File: src/rtl/ins_align_queue_if.sv
// Fetch-side and decode-side signal bundle for the instruction alignment queue.
// The slave modport is the queue's view; the master modport is the
// environment's view (fetch unit and decoder together).
interface ins_align_queue_if #(
    parameter int DEPTH = 8,
    parameter int PC_W  = 32
);
    localparam int OCC_W = $clog2(DEPTH) + 1;

    logic             fetch_valid;
    logic             fetch_ready;
    logic [31:0]      fetch_word;
    logic             flush;
    logic [PC_W-1:0]  flush_pc;
    logic             out_valid;
    logic             out_ready;
    logic [31:0]      out_ins;
    logic [PC_W-1:0]  out_pc;
    logic             out_is_compressed;
    logic             out_is_branch;
    logic             out_is_jal;
    logic             out_is_jalr;
    logic [PC_W-1:0]  out_pred_pc;
    logic [OCC_W-1:0] occupancy;

    modport slave (
        input  fetch_valid, fetch_word, flush, flush_pc, out_ready,
        output fetch_ready, out_valid, out_ins, out_pc, out_is_compressed,
               out_is_branch, out_is_jal, out_is_jalr, out_pred_pc, occupancy
    );

    modport master (
        output fetch_valid, fetch_word, flush, flush_pc, out_ready,
        input  fetch_ready, out_valid, out_ins, out_pc, out_is_compressed,
               out_is_branch, out_is_jal, out_is_jalr, out_pred_pc, occupancy
    );
endinterface

File: src/rtl/ins_align_queue.sv
// RV32IC fetch-to-decode alignment queue. Fetch words are split into 16-bit
// parcels held in a circular buffer; the head is realigned into one 16- or
// 32-bit instruction per cycle and registered with PC, length and a simple
// branch pre-decode that yields a predicted next PC.
module ins_align_queue #(
    parameter int DEPTH = 8,
    parameter int PC_W  = 32
) (
    input  logic            clk_in,
    input  logic            rst_in,
    input  logic            rdy_in,
    ins_align_queue_if.slave bus
);
    localparam int AW = $clog2(DEPTH);
    localparam int OW = AW + 1;

    typedef logic [AW-1:0] ptr_t;
    typedef logic [OW-1:0] occ_t;

    localparam logic [6:0] OP_BRANCH = 7'b1100011;
    localparam logic [6:0] OP_JAL    = 7'b1101111;
    localparam logic [6:0] OP_JALR   = 7'b1100111;

    // J-type immediate, sign-extended to PC width
    function automatic logic signed [PC_W-1:0] imm_j(input logic [31:0] ins);
        logic signed [20:0] imm;
        imm = {ins[31], ins[19:12], ins[20], ins[30:21], 1'b0};
        return PC_W'(imm);
    endfunction

    // B-type immediate, sign-extended to PC width
    function automatic logic signed [PC_W-1:0] imm_b(input logic [31:0] ins);
        logic signed [12:0] imm;
        imm = {ins[31], ins[7], ins[30:25], ins[11:8], 1'b0};
        return PC_W'(imm);
    endfunction

    // Static prediction: jal taken, backward branches taken, else fall through
    function automatic logic [PC_W-1:0] pred_next(input logic [31:0] ins,
                                                  input logic comp,
                                                  input logic [PC_W-1:0] pc);
        if (comp)
            return pc + PC_W'(2);
        else if (ins[6:0] == OP_JAL)
            return pc + $unsigned(imm_j(ins));
        else if ((ins[6:0] == OP_BRANCH) && ins[31])
            return pc + $unsigned(imm_b(ins));
        else
            return pc + PC_W'(4);
    endfunction

    logic [15:0]     queue_mem [DEPTH];
    ptr_t            head;
    ptr_t            tail;
    occ_t            occ;
    logic [PC_W-1:0] head_pc;
    logic            skip_low;

    logic            vld_p1;
    logic [31:0]     ins_p1;
    logic [PC_W-1:0] pc_p1;
    logic [PC_W-1:0] pred_p1;
    logic            comp_p1;
    logic            br_p1;
    logic            jal_p1;
    logic            jalr_p1;

    ptr_t            head_nx;
    logic [15:0]     par_lo_p0;
    logic [15:0]     par_hi_p0;
    logic            comp_p0;
    logic [31:0]     ins_p0;
    logic            br_p0;
    logic            jal_p0;
    logic            jalr_p0;
    logic            issue_p0;
    logic            load_p0;
    logic            deq_p0;
    logic            enq;
    logic            fetch_ready_int;
    occ_t            enq_n;
    occ_t            deq_n;

    // ---- stage p0: head realignment, pre-decode and handshake decisions ----
    // Select the instruction at the head and decide enqueue/dequeue counts
    always_comb begin
        head_nx   = head + ptr_t'(1);
        par_lo_p0 = queue_mem[head];
        par_hi_p0 = queue_mem[head_nx];
        comp_p0   = (par_lo_p0[1:0] != 2'b11);
        ins_p0    = comp_p0 ? {16'h0000, par_lo_p0} : {par_hi_p0, par_lo_p0};
        br_p0     = ~comp_p0 & (ins_p0[6:0] == OP_BRANCH);
        jal_p0    = ~comp_p0 & (ins_p0[6:0] == OP_JAL);
        jalr_p0   = ~comp_p0 & (ins_p0[6:0] == OP_JALR);

        // A 32-bit head needs both of its parcels before it can leave
        issue_p0  = (occ != '0) & (comp_p0 | (occ >= occ_t'(2)));
        load_p0   = rdy_in & (~vld_p1 | bus.out_ready);
        deq_p0    = load_p0 & issue_p0 & ~bus.flush;

        // Registered occupancy only: no credit for a same-cycle dequeue
        fetch_ready_int = rst_in & rdy_in & ~bus.flush & (occ <= occ_t'(DEPTH - 2));
        enq       = bus.fetch_valid & fetch_ready_int;

        enq_n     = '0;
        if (enq)
            enq_n = skip_low ? occ_t'(1) : occ_t'(2);
        deq_n     = '0;
        if (deq_p0)
            deq_n = comp_p0 ? occ_t'(1) : occ_t'(2);
    end

    // Parcel storage: write one or both halves of the accepted fetch word
    always_ff @(posedge clk_in) begin
        if (enq) begin
            if (skip_low) begin
                queue_mem[tail] <= bus.fetch_word[31:16];
            end else begin
                queue_mem[tail]              <= bus.fetch_word[15:0];
                queue_mem[tail + ptr_t'(1)]  <= bus.fetch_word[31:16];
            end
        end
    end

    // Queue pointers, occupancy, PC tracking and output valid
    always_ff @(posedge clk_in or negedge rst_in) begin
        if (!rst_in) begin
            head     <= '0;
            tail     <= '0;
            occ      <= '0;
            head_pc  <= '0;
            skip_low <= 1'b0;
            vld_p1   <= 1'b0;
        end else if (rdy_in) begin
            if (bus.flush) begin
                head     <= '0;
                tail     <= '0;
                occ      <= '0;
                head_pc  <= bus.flush_pc;
                skip_low <= bus.flush_pc[1];
                vld_p1   <= 1'b0;
            end else begin
                occ <= occ + enq_n - deq_n;
                if (enq) begin
                    tail     <= tail + (skip_low ? ptr_t'(1) : ptr_t'(2));
                    skip_low <= 1'b0;
                end
                if (deq_p0) begin
                    head    <= head + (comp_p0 ? ptr_t'(1) : ptr_t'(2));
                    head_pc <= head_pc + (comp_p0 ? PC_W'(2) : PC_W'(4));
                end
                if (load_p0)
                    vld_p1 <= issue_p0;
            end
        end
    end

    // ---- stage p1: registered instruction output ----
    // Capture the issued instruction and its pre-decode
    always_ff @(posedge clk_in or negedge rst_in) begin
        if (!rst_in) begin
            ins_p1  <= '0;
            pc_p1   <= '0;
            pred_p1 <= '0;
            comp_p1 <= 1'b0;
            br_p1   <= 1'b0;
            jal_p1  <= 1'b0;
            jalr_p1 <= 1'b0;
        end else if (deq_p0) begin
            ins_p1  <= ins_p0;
            pc_p1   <= head_pc;
            pred_p1 <= pred_next(ins_p0, comp_p0, head_pc);
            comp_p1 <= comp_p0;
            br_p1   <= br_p0;
            jal_p1  <= jal_p0;
            jalr_p1 <= jalr_p0;
        end
    end

    assign bus.fetch_ready       = fetch_ready_int;
    assign bus.out_valid         = vld_p1;
    assign bus.out_ins           = ins_p1;
    assign bus.out_pc            = pc_p1;
    assign bus.out_pred_pc       = pred_p1;
    assign bus.out_is_compressed = comp_p1;
    assign bus.out_is_branch     = br_p1;
    assign bus.out_is_jal        = jal_p1;
    assign bus.out_is_jalr       = jalr_p1;
    assign bus.occupancy         = occ;
endmodule

File: src/flat_wrapper.sv
// flat-port wrapper written by rule: the top's interface ports become plain ports
module ins_align_queue_flat 
#(
    parameter int DEPTH = 8,
    parameter int PC_W  = 32
)
  (clk_in, rst_in, rdy_in, bus_fetch_valid, bus_fetch_word, bus_flush, bus_flush_pc, bus_out_ready, bus_fetch_ready, bus_out_valid, bus_out_ins, bus_out_pc, bus_out_is_compressed, bus_out_is_branch, bus_out_is_jal, bus_out_is_jalr, bus_out_pred_pc, bus_occupancy);
  ins_align_queue_if #(.DEPTH(DEPTH), .PC_W(PC_W)) bus_i ();
  input  logic clk_in;
  input  logic rst_in;
  input  logic rdy_in;
  input wire logic [$bits(bus_i.fetch_valid)-1:0] bus_fetch_valid;
  input wire logic [$bits(bus_i.fetch_word)-1:0] bus_fetch_word;
  input wire logic [$bits(bus_i.flush)-1:0] bus_flush;
  input wire logic [$bits(bus_i.flush_pc)-1:0] bus_flush_pc;
  input wire logic [$bits(bus_i.out_ready)-1:0] bus_out_ready;
  output wire logic [$bits(bus_i.fetch_ready)-1:0] bus_fetch_ready;
  output wire logic [$bits(bus_i.out_valid)-1:0] bus_out_valid;
  output wire logic [$bits(bus_i.out_ins)-1:0] bus_out_ins;
  output wire logic [$bits(bus_i.out_pc)-1:0] bus_out_pc;
  output wire logic [$bits(bus_i.out_is_compressed)-1:0] bus_out_is_compressed;
  output wire logic [$bits(bus_i.out_is_branch)-1:0] bus_out_is_branch;
  output wire logic [$bits(bus_i.out_is_jal)-1:0] bus_out_is_jal;
  output wire logic [$bits(bus_i.out_is_jalr)-1:0] bus_out_is_jalr;
  output wire logic [$bits(bus_i.out_pred_pc)-1:0] bus_out_pred_pc;
  output wire logic [$bits(bus_i.occupancy)-1:0] bus_occupancy;
  assign bus_i.fetch_valid = bus_fetch_valid;
  assign bus_i.fetch_word = bus_fetch_word;
  assign bus_i.flush = bus_flush;
  assign bus_i.flush_pc = bus_flush_pc;
  assign bus_i.out_ready = bus_out_ready;
  assign bus_fetch_ready = bus_i.fetch_ready;
  assign bus_out_valid = bus_i.out_valid;
  assign bus_out_ins = bus_i.out_ins;
  assign bus_out_pc = bus_i.out_pc;
  assign bus_out_is_compressed = bus_i.out_is_compressed;
  assign bus_out_is_branch = bus_i.out_is_branch;
  assign bus_out_is_jal = bus_i.out_is_jal;
  assign bus_out_is_jalr = bus_i.out_is_jalr;
  assign bus_out_pred_pc = bus_i.out_pred_pc;
  assign bus_occupancy = bus_i.occupancy;
  ins_align_queue #(.DEPTH(DEPTH), .PC_W(PC_W)) u_core (.clk_in(clk_in), .rst_in(rst_in), .rdy_in(rdy_in), .bus(bus_i));
endmodule
File: config.mk
export PLATFORM = sky130hd
export DESIGN_NAME = ins_align_queue_flat
export DESIGN_NICKNAME = d
export VERILOG_FILES = /design/src/rtl/ins_align_queue_if.sv /design/src/rtl/ins_align_queue.sv /design/src/flat_wrapper.sv
export SDC_FILE = /design/constraint.sdc
export NUM_CORES = 1
export LEC_CHECK = 0
export CAP_MARGIN = 20
export CORE_ASPECT_RATIO = 0.9
export CORE_UTILIZATION = 55
export DETAILED_ROUTE_END_ITERATION = 10
export PLACE_DENSITY = 0.76
export SLEW_MARGIN = 20
export SYNTH_ARGS = -nofsm -noshare
export SYNTH_HDL_FRONTEND = slang
export SYNTH_SLANG_ARGS = --single-unit
File: constraint.sdc
create_clock -name clk_in -period 5.53 [get_ports clk_in]
set_input_delay 1.106 -clock clk_in [delete_from_list [all_inputs] [get_ports clk_in]]
set_output_delay 1.106 -clock clk_in [all_outputs]
set_load 0.02 [all_outputs]
=== Word level (Yosys, flattened, before mapping) ===
Memories as Yosys holds them, arrays and structs flattened.
Cells that the tools add are included.

* Register bits: 144
* RAM bits: 128
* Bits of input ports: 70
* Output and inout port bits: 106
* Word-level logic and storage cells: 85
* Memories: 1

* $add $sub $neg: 11
* Order comparisons: 2
* Equality and inequality tests: 4
* Mux-type cells: 29
* Bitwise logic cells: 17
* Reduce and logical (&&, ||, !) cells: 8

{| class="wikitable"
|+ Memories
! memory !! depth !! width !! rd ports !! clocked after Yosys merged registers in !! wr ports !! RTL line !! RTL
|-
| u_core.queue_mem || 8 || 16 || 2 || 0 || 2 || ins_align_queue.sv:52 || <nowiki>logic [15:0] queue_mem [DEPTH];</nowiki>
|}

{| class="wikitable"
|+ Operator list
! cell !! number
|-
| $mux 32 || 6
|-
| $add 32x32->32 || 3
|-
| $add 32x2->32 const B || 1
|-
| $add 32x3->32 const B || 1
|-
| $eq 7x7->1 const B || 3
|-
| $mux 16 || 1
|-
| $mux 3 || 5
|-
| $mux 4 || 3
|-
| $and 1x1->1 || 11
|-
| $mux 1 || 10
|-
| $mux 2 || 4
|-
| $add 3x1->3 const B || 2
|-
| $add 3x3->3 || 2
|-
| $reduce_and 2->1 || 3
|-
| $reduce_bool 2->1 || 3
|-
| $add 4x4->4 || 1
|-
| $ge 4x2->1 const B || 1
|-
| $le 4x3->1 const B || 1
|-
| $reduce_bool 4->1 || 1
|-
| $sub 4x4->4 || 1
|-
| $not 1->1 || 3
|-
| $or 1x1->1 || 3
|-
| $ne 2x2->1 const B || 1
|-
| $logic_and 1x1->1 || 1
|}

=== Depth between registers and ports, before layout ===
An unclocked memory read counts as a cell.

* Depth after elaboration: 9
* Mapped depth: 20
* Depth with buffers taken out: 16

=== Worst setup path after synthesis ===
OpenSTA, ideal clock, no wires.

* Kind: register to register
* Start: reg u_core.head[1]
* End: reg u_core.pred_p1[28] (netlist: u_core.bus.out_pred_pc[28])
* Setup time: 0.095 ns
* Data arrival time: 4.807 ns
* Data required time: 5.435 ns
* Slack: 0.627 ns
* Stages on the path, launching flop included: 19
* Cells stage by stage: dfrtp_1 -> ha_1 -> clkbuf_1 -> buf_1 -> clkbuf_1 -> mux4_2 -> nand2_1 -> a21oi_1 -> ha_1 -> buf_2 -> a2111oi_0 -> o21ai_1 -> a31oi_2 -> a211oi_1 -> o41ai_4 -> mux2i_1 -> a211oi_1 -> nor3_1 -> o31ai_1

* Cells in the longest elaborated chain, start to end: 7
* Elaborated cells on any way between the ends: 16
* Those cells by class: 3 x add/sub; 3 x eq/ne; 4 x mux; 4 x bitwise; 1 x reduce/logical; 1 x memory

{| class="wikitable"
|+ RTL lines
! what !! RTL line !! RTL
|-
| from (decl) || ins_align_queue.sv:53 || <nowiki>ptr_t head;</nowiki>
|-
| from (signal assigned) || ins_align_queue.sv:149 || <nowiki>head <= head + (comp_p0 ? ptr_t'(1) : ptr_t'(2));</nowiki>
|-
| $add 3x1->3 or $mem_v2 8x16 (tied branches) || -- ||
|-
| $mem_v2 8x16 * || -- ||
|-
| $mux 32 * || ins_align_queue.sv:91 || <nowiki>ins_p0 = comp_p0 ? {16'h0000, par_lo_p0} : {par_hi_p0, par_lo_p0};</nowiki>
|-
| named net u_core.ins_p0[27] || ins_align_queue.sv:72 || <nowiki>logic [31:0] ins_p0;</nowiki>
|-
| $add 32x32->32 || ins_align_queue.sv:47 || <nowiki>return pc + $unsigned(imm_b(ins));</nowiki>
|-
| $mux 32 || ins_align_queue.sv:46 || <nowiki>else if ((ins[6:0] == OP_BRANCH) && ins[31])</nowiki>
|-
| $mux 32 * || ins_align_queue.sv:44 || <nowiki>else if (ins[6:0] == OP_JAL)</nowiki>
|-
| $mux 32 * || ins_align_queue.sv:42 || <nowiki>if (comp)</nowiki>
|-
| to (signal assigned) || ins_align_queue.sv:172 || <nowiki>pred_p1 <= pred_next(ins_p0, comp_p0, head_pc);</nowiki>
|-
| to (decl) || ins_align_queue.sv:62 || <nowiki>logic [PC_W-1:0] pred_p1;</nowiki>
|}

The timed path passes the listed nets; every way through them passes the cells marked *.
A chain may end at the register's enable or synchronous reset.

=== Final worst setup path ===
* Start: reg u_core.head[0]
* End: reg u_core.pred_p1[28] (netlist: u_core.bus.out_pred_pc[28])

Same word-level chain as after synthesis.

==> impl_metrics.tcl <==
set metrics [dict create \
    outcome "complete, no violations" \
    syn_inst 1794 \
    root_buffer "clkbuf_16" \
    power_frac_seq 0.296 \
    synth_warnings 0 \
    cts_buffer_depth 3 \
    tightest_slew_ps 1110 \
    ff_latch_area_mm2 0.00742 \
    worstPathArrival_ps 5670 \
    rr_endpoint "u_core.bus.out_pred_pc[28]" \
    path_max_fanout 20 \
    fmax_mhz 192 \
    synth_edf_count 128 \
    htree_levels 1 \
    avgViaCountPerCell 6.72 \
    crit_path_end_kind "flop" \
    synthTopCellsByArea "edfxtp_1, dfrtp_1, mux2_2" \
    crit_path_max_incr_delay_ps 690 \
    overflow 0 \
    dp_hpwl_mm 43.8 \
    worstRegToRegCells 15 \
    min_path_type "in -> async" \
    ys_dominant_reg_cell "dfrtp_1" \
    finalHoldViolations 0 \
    cts_resized 0 \
    fin_crit_sh 0.940 \
    cts_buffers 29 \
    tritoncts "done" \
    grt_max_degree 73 \
    num_vias 15900 \
    hold_buffers 0 \
    layout.cells.non_filler 2367 \
    nFillCells 2601 \
    yosys.area.top_type "edfxtp_1" \
    timing.final.crit_period_ps 5200 \
    grt_use_total 0.380 \
    gp_congestion 1.03 \
    reg2reg_from "u_core.head[0]" \
    p_switching_uw 5050 \
    nets 2041 \
    postCtsSetupBuffers 0 \
    pwr-share-clk 0.168 \
    fp.dieH_um 173 \
    seq_area_frac_synth 0.417 \
    fin_skew_ps 13.2 \
    fp.dieW_um 192 \
    synth_top_area_frac 0.216 \
    ios 176 \
    ys_ff_latch 271 \
    cp-start-kind "flop" \
    slowest_stage "o41ai_4" \
    cap_violations 0 \
    cellPowerDensity_mw_per_mm2 530 \
    netlist_area_mm2 0.0178 \
    area_growth_pct 17.6 \
    crit_end "u_core.bus.out_pred_pc[28]" \
    yosysUniqueCellTypes 81 \
    wl_mm 62.1 \
    crit_type "reg -> reg" \
    grt_pass1_vias 15400 \
    initial_core_util 0.558 \
    crit_path_cell_trace "ha_1, buf_4, mux4_2, nand2_1, a21oi_1, ha_1, a2111oi_0, o21ai_1, a31oi_2, a211oi_1, o41ai_4, mux2i_1, a211oi_1, nor3_1, o31ai_1" \
    die_area_mm2 0.0331 \
    rsz0062_at_grt "no" \
    cts_num_sinks 271 \
    syn_area_per_cell_um2 9.92 \
    netSwitchingFraction 0.455 \
    peakVddDrop_mv 0.362 \
    required_ps 6000 \
    worstSkewPairLatency_ps 570 \
    drtIter0Drc 1894 \
    power_leakage_uw 0.00795 \
    grt_pass1_wl_mm 94.8 \
    ant_nets 0 \
    clk_pin_slew_ps 60 \
    finalSetupViolations 0 \
    drive_above_1_share 0.172 \
    row_count 62 \
    crit_path_start "u_core.head[0]" \
    dp_cells 2311 \
    p_int_uw 6040 \
    slew_headroom 0.254 \
    wl_per_cell_um 26.2 \
    pwr-share-comb 0.536 \
    drc 0 \
    firstDrtPassIters 8 \
    tns_ps 0 \
    rrSetupSlack_ps 330 \
    antenna_found_initial 3 \
    syn_nets 1909 \
    finalMaxSlewViolations 0 \
    async_flop_share 0.528 \
    multi_input_area_mm2 0.00977 \
    numPortBuffers 175 \
    core_mm2 0.0319 \
]
## logic make-up after synthesis
family | after synthesis | share of synthesized area
simple gates | 617 | 0.153
flops | 271 | 0.417
mux | 219 | 0.178
compound gates | 417 | 0.150
buf+inv | 161 | 0.0360
fa+ha+maj | 45 | 0.0346
xor+xnor | 64 | 0.0315
## layout make-up
| class | count | area share |
|---|---|---|
| clock inverters | 16 | 0.00580 |
| clock buffers | 38 | 0.0368 |
| multi-input cells | 1362 | 0.467 |
| inverters | 27 | 0.00485 |
| well taps | 416 | 0.0249 |
| flip-flops and latches | 271 | 0.355 |
| repair buffers | 235 | 0.105 |
| diodes | 2 | 0.000239 |
## critical path, delay by kind of cell (launching register included)
kind,cells,cell delay (ps)
mux,2,710
simple gates,2,160
buf+inv,1,360
compound gates,8,2520
fa+ha+maj,2,790
flops,1,530
## worst min-delay path by stage
stage                                    startpoint                          to
final                                        rst_in  u_core.bus.out_pred_pc[26]
after detailed placement  u_core.bus.out_pred_pc[5]   u_core.bus.out_pred_pc[5]
after global routing                         rst_in  u_core.bus.out_pred_pc[26]
after CTS                                    rst_in  u_core.bus.out_pred_pc[26]
after floorplan                   u_core.head_pc[0]   u_core.bus.out_pred_pc[0]
after global placement            u_core.head_pc[0]   u_core.bus.out_pred_pc[0]
## per-stage QoR
step	total power, uW	hold WS (ps)	instance area (um^2)	worst slack (ps)	util
5_1_grt	11600	454	20900	119	0.656
3_5_place_dp	9080	461	20000	417	0.628
2_1_floorplan	6910	439	17800	627	-
3_3_place_gp	9020	456	20000	514	0.628
6_report	11100	430	20900	330	0.656
4_1_cts	11000	437	20900	383	0.656
## registers in the layout, indices dropped and copies added, names as in the netlist, 3 cells and up
| signal | cells |
|---|---|
| u_core.queue_mem | 128 |
| u_core.bus.out_ins | 32 |
| u_core.bus.out_pred_pc | 32 |
| u_core.head_pc | 32 |
| u_core.bus.out_pc | 31 |
| u_core.bus.occupancy | 4 |
| u_core.head | 3 |
| u_core.tail | 3 |
## power groups by stage
stage               sequential (uW)  combinational [uW]  clock [uW]
finish                         3280                5940        1870
global route                   3320                6360        1960
CTS                            3240                5840        1880
detailed placement             3280                5800           0
global placement               3270                5750           0
floorplan                      3270                3640           0
## cells in the mapped netlist (all sizes together) (20+ instances only)
cell type	instances
nand2	320
dfrtp	143
mux2	138
edfxtp	128
a21oi	124
nor2	112
clkbuf	102
o21ai	99
mux4	64
nor3	44
ha	38
nand3	38
xnor2	36
buf	32
xor2	28
inv	26
a31oi	23
o22ai	23
a211oi	20
## routing by layer
metal | global-route usage | share of wire | up-vias
met4 | 0.113 | 0.031 | 2
met2 | 0.540 | 0.42 | 1094
met1 | 0.573 | 0.41 | 7769
met3 | 0.0917 | 0.13 | 130
li1 | - | - | 6918
met5 | 0 | 0.00018 | -
## cells in the final DEF (no fill, tap or decap), types with 7 or more instances in the layout
cell,instances
nor3_1,43
a221oi_1,8
mux4_2,64
nand2_1,319
nand2b_1,8
clkbuf_1,8
o211ai_1,9
a22oi_1,15
or2_2,7
ha_1,38
xor2_1,28
inv_1,25
clkdlybuf4s50_1,174
o21a_1,8
o31ai_1,7
a21o_1,19
a21oi_1,122
nor2_1,110
a31oi_1,21
o21ai_0,74
clkinv_2,8
clkbuf_16,29
fa_1,7
nor2b_1,7
o21ai_1,25
mux2_2,138
o22ai_1,23
or3_1,18
nand3_1,38
nand4_1,18
buf_4,60
xnor2_1,36
nor4_1,9
edfxtp_1,128
mux2i_1,17
and3_1,16
a211oi_1,16
dfrtp_1,142
Power figures use the tool's default switching activity.
